[src/rtl/b_mux_arbiter.sv]
// b_mux_arbiter: two-requester round-robin arbiter driving a shared 2:1 mux.
// A three-state FSM (IDLE / GNT0 / GNT1) owns the grant. The mux output and
// its valid flag are registered one edge behind the grant.
// Optional feature macro: ARB_TIMEOUT_EN. When it is defined, a granted
// requester that has held the grant for MAX_HOLD cycles gives it up to a
// waiting peer. When it is undefined, a grant lasts as long as its request.

module b_mux_arbiter #(
    parameter int WIDTH    = 8,
    parameter int MAX_HOLD = 4
) (
    input  logic             clk,
    input  logic             rst,
    input  logic [1:0]       req,
    input  logic [WIDTH-1:0] d0,
    input  logic [WIDTH-1:0] d1,
    output logic [1:0]       gnt,
    output logic             sel,
    output logic [WIDTH-1:0] y,
    output logic             y_valid
);

    // Each state's encoding matches the grant vector it drives.
    typedef enum logic [1:0] {
        S_IDLE = 2'b00,
        S_GNT0 = 2'b01,
        S_GNT1 = 2'b10
    } state_t;

    // Reject an out-of-range hold limit at elaboration.
    if (MAX_HOLD < 2 || MAX_HOLD > 255) begin : g_max_hold_range
        $error("b_mux_arbiter: MAX_HOLD must be in 2..255");
    end

    state_t           r_state;
    state_t           w_next;
    logic             r_last;       // requester that received the most recent grant
    logic [7:0]       r_hold_cnt;   // edges spent in the current grant
    logic             w_timeout;    // current holder has reached its cycle limit
    logic             w_serve;      // current holder is still requesting
    logic [WIDTH-1:0] w_mux;

`ifdef ARB_TIMEOUT_EN
    localparam logic [7:0] HOLD_LAST = 8'(MAX_HOLD - 1);
    assign w_timeout = (r_hold_cnt == HOLD_LAST);
`else
    assign w_timeout = 1'b0;
`endif

    // State register.
    // NOTE: sequential state uses non-blocking assignments so every flop samples pre-edge values.
    always_ff @(posedge clk) begin
        if (rst) begin
            r_state <= S_IDLE;
        end else begin
            r_state <= w_next;
        end
    end

    // Next-state logic. A contended IDLE grant goes to the requester not served last.
    // NOTE: w_next gets a default first so no path through the case infers a latch.
    always_comb begin
        w_next = r_state;
        case (r_state)
            S_IDLE: begin
                case (req)
                    2'b01:   w_next = S_GNT0;
                    2'b10:   w_next = S_GNT1;
                    2'b11:   w_next = r_last ? S_GNT0 : S_GNT1;
                    default: w_next = S_IDLE;
                endcase
            end
            S_GNT0: begin
                if (req[0] && !(w_timeout && req[1])) w_next = S_GNT0;
                else if (req[1])                      w_next = S_GNT1;
                else                                  w_next = S_IDLE;
            end
            S_GNT1: begin
                if (req[1] && !(w_timeout && req[0])) w_next = S_GNT1;
                else if (req[0])                      w_next = S_GNT0;
                else                                  w_next = S_IDLE;
            end
            default: w_next = S_IDLE;
        endcase
    end

    // Output decode: the grant and the mux select come straight from the state register.
    always_comb begin
        gnt = 2'b00;
        case (r_state)
            S_GNT0:  gnt = 2'b01;
            S_GNT1:  gnt = 2'b10;
            default: gnt = 2'b00;
        endcase
        sel = gnt[1];
    end

    // Remember the last requester served. It resets to 1 so requester 0 wins the first contention.
    always_ff @(posedge clk) begin
        if (rst) begin
            r_last <= 1'b1;
        end else if (w_next == S_GNT0 && r_state != S_GNT0) begin
            r_last <= 1'b0;
        end else if (w_next == S_GNT1 && r_state != S_GNT1) begin
            r_last <= 1'b1;
        end
    end

    // Hold counter: clears when the grant changes and counts edges held, saturating at 255.
    always_ff @(posedge clk) begin
        if (rst) begin
            r_hold_cnt <= 8'd0;
        end else if (w_next != r_state) begin
            r_hold_cnt <= 8'd0;
        end else if (r_state != S_IDLE && r_hold_cnt != 8'hFF) begin
            r_hold_cnt <= r_hold_cnt + 8'd1;
        end
    end

    assign w_serve = (r_state == S_GNT0 && req[0]) || (r_state == S_GNT1 && req[1]);
    assign w_mux   = sel ? d1 : d0;

    // Datapath: capture the granted requester's data while it keeps requesting, otherwise hold y.
    always_ff @(posedge clk) begin
        if (rst) begin
            y       <= '0;
            y_valid <= 1'b0;
        end else if (w_serve) begin
            y       <= w_mux;
            y_valid <= 1'b1;
        end else begin
            y_valid <= 1'b0;
        end
    end

endmodule

[config.mk]
export PLATFORM = sky130hd
export DESIGN_NAME = b_mux_arbiter
export DESIGN_NICKNAME = d
export VERILOG_FILES = /design/src/rtl/b_mux_arbiter.sv
export SDC_FILE = /design/constraint.sdc
export NUM_CORES = 1
export LEC_CHECK = 0
export ABC_AREA = 1
export CAP_MARGIN = 15
export CELL_PAD_IN_SITES_DETAIL_PLACEMENT = 1
export CELL_PAD_IN_SITES_GLOBAL_PLACEMENT = 2
export CORE_ASPECT_RATIO = 0.8
export CORE_MARGIN = 2
export CORE_UTILIZATION = 19
export DETAILED_ROUTE_END_ITERATION = 8
export PLACE_DENSITY = 0.82
export SYNTH_ARGS = -nofsm -noshare
export SYNTH_HDL_FRONTEND = slang
export SYNTH_SLANG_ARGS = --single-unit
[constraint.sdc]
create_clock -name clk -period 1.6 [get_ports clk]
set_clock_uncertainty 0.15 [all_clocks]
set_input_delay 0.16 -clock clk [delete_from_list [all_inputs] [get_ports clk]]
set_output_delay 0.16 -clock clk [all_outputs]
set_load 0.05 [all_outputs]
==> reports/qor.csv <==
stage,metric,value,unit
outcome,status,completed,
setup_path,"Max FO, Critical Path",10,
clocking,CTS buffer count,3,
setup_path,r2r setup slk,0.33,ns
detailed_routing,DR vias/cell,3.97,
placement,IO Port Bufs,31,
timing,Slew @ Worst Pin,0.335,ns
timing,Slew Limit Fails,0,
global_route,GRT busiest layer,met2,
floorplan,Top Ports,32,
finish,"most common cell after layout, fill and taps aside",nand2_1,
floorplan,Die Ht,56.1,um
clocking,number of cells upsized or downsized after cts,0,
setup_path,startpoint types,register,
synthesis,"Distinct cells, synth",17,
finish,Non-Filler Instances,172,
timing,Fin Hold WS,0.313,ns
clocking,total clock sinks,12,
global_route,largest net degree at the start of global routing,11,
setup_path,endpoint type of the worst setup path,output pin,
timing,RSZ-0062 raised after global routing,no,
clocking,Clock Latency Late Sink,0.24,ns
floorplan,# rows,18,
synthesis,mapped cell area,646,sq um
placement,dpl ws,0.0779,ns
placement,RD Place Congestion,0.771,
timing,final worst path period share,91.0,%
finish,nets,153,
synthesis,Synth Instances,98,
finish,layout cells sized above 1,18.9,%
clocking,setup bufs post-CTS,0,
synthesis,synthesis warning total,0,
global_route,first-pass GRT wire length,3380,um
placement,DP HPWL,1520,um
detailed_routing,vias after detailed routing,683,
synthesis,"Seq/Total Area, Yosys",37.2,%
clocking,Root Driver,clkbuf_8,
clocking,# hold bufs at CTS,0,
clocking,htree depth,1,
timing,Max-Slew Margin vs Limit,77.6,%
global_route,M1 GR Usage,14.0,%
worst_hold_path,Worst Hold Depth,2,
timing,Final Hold Viols,0,
global_route,Overall Global Routing Usage,11.0,%
detailed_routing,# DRC,0,
timing,PnR worst setup slack,0.143,ns
worst_hold_path,Hold Startpoint,r_last$_SDFFE_PP1P_,
clocking,clock-pin slew on the worst setup and hold paths,0.05,ns
timing,setup TNS,0,ns
synthesis,post-synth net total,118,
global_route,met2 Track Usage GR,16.3,%
clocking,Clock Tree Buf Depth,2,
finish,Ant. Diodes,0,
setup_path,Worst Path Arrival,1.15,ns
detailed_routing,drt pass-1 iters,4,
synthesis,syn avg cell area,6.59,sq um
setup_path,worst r2r path cells,5,
floorplan,Die Wd,69.2,um
worst_hold_path,hold path endpoint,r_last$_SDFFE_PP1P_,
finish,synthesis-to-layout area growth,63.8,%
global_route,initial antenna violation count,0,
power_and_ir_drop,Max VDD drop,0.222,mV
floorplan,Starting Density,20.3,%
floorplan,die area,3880,sq um
clocking,CTS tree,yes,
placement,placed cell count,168,
detailed_routing,wire per inst,11.0,um
global_route,M3 GR Usage,4.53,%
timing,Period minus WS final,1.46,ns
setup_path,Critical R2R Capture,y[3]$_SDFFE_PP0P_,
detailed_routing,final WL,1900,um
floorplan,Core Box Area,3180,sq um
power_and_ir_drop,LEAKAGE,0.512,nW
detailed_routing,initial drt markers,17,
setup_path,"Req. time, crit path",1.29,ns
run,maxcap violations,0,
timing,final setup fails,0,
global_route,gr ovfl total,0,
worst_hold_path,Worst Hold Class,reg2reg,
timing,FMAX,687,MHz
setup_path,origin of the critical flop-to-flop path,r_state[0]$_SDFF_PP0_,
setup_path,critical path class,reg2out,
detailed_routing,"antenna viol nets, final",0,
synthesis,Seq cells post-synth,12,
finish,most frequent cells in the layout,"nand2_1, nor2_1, clkdlybuf4s50_1",
power_and_ir_drop,P per Cell Area,927,nW/um^2
finish,"Core Util, Final",33.3,%
global_route,vias in the first global route,731,
==> layer usage <==
metal	up-vias	wire length, um
met4	0	29
met2	25	789
met5	-	0
met3	4	163
met1	285	912
li1	369	-
==> layout make-up <==
type / instances / area [sq um]
Inverter: 7 / 28.8
Fill cell: 390 / 2120
Multi-Input combinational cell: 77 / 358
Clock buffer: 4 / 55.1
Sequential cell: 12 / 240
Timing Repair Buffer: 32 / 325
Tap cell: 40 / 50.0
==> Yosys cell counts, drive strengths merged <==
cell type	n	area, sq um
inv	6	25.0
and3	1	6.26
nand3	3	32.5
a21oi	2	10.0
buf	2	18.8
clkinv	1	3.75
nand2	42	163
dfxtp	12	240
nand3b	8	60.1
nor2	21	86.3
==> report_power, final <==
| group | switching (mW) | internal (mW) |
|---|---|---|
| registers | 0.0163 | 0.325 |
| logic | 0.180 | 0.129 |
| clock network | 0.111 | 0.217 |
| total | 0.308 | 0.672 |
==> how the worst max path moves through the flow <==
stage                     cells after the start           endpoint                   from  slack [ns]
final                                         3                sel  r_state[1]$_SDFF_PP0_        0.14
after floorplan                               2             gnt[0]  r_state[0]$_SDFF_PP0_        0.12
after CTS                                     3             gnt[1]  r_state[1]$_SDFF_PP0_        0.11
after global placement                        6  y[6]$_SDFFE_PP0P_                 req[0]        0.13
after detailed placement                      6  y[3]$_SDFFE_PP0P_                 req[0]        0.08
after global routing                          3                sel  r_state[1]$_SDFF_PP0_        0.03
==> through the flow <==
| step | power [mW] | area [sq um] |
|---|---|---|
| finish | 0.980 | 1060 |
| global route | 1.04 | 1060 |
| CTS | 0.994 | 1060 |
| detailed placement | 0.662 | 1000 |
| global placement | 0.657 | 1000 |
| floorplan | 0.534 | 646 |
==> state kept, by name, summed over array words and instances, names as in the netlist <==
register  flops
y_valid       1
r_state       2
r_last        1
y             8
==> kinds of logic (layout without fill, tap and decap cells) <==
logic type	count (synthesis)	after routing	share of synthesized area, %
and+or+nand+nor	75	75	53.9
buffers and inverters	9	43	7.37
AOI/OAI and AO/OA	2	2	1.55
DFF	12	12	37.2
==> worst max-delay path, cell delays in order (launching register included) <==
cell and delay, ns:
dfxtp_1 0.37, inv_2 0.07, nor2_4 0.28, buf_12 0.18
No activity file was read; power rests on OpenSTA's default activity.
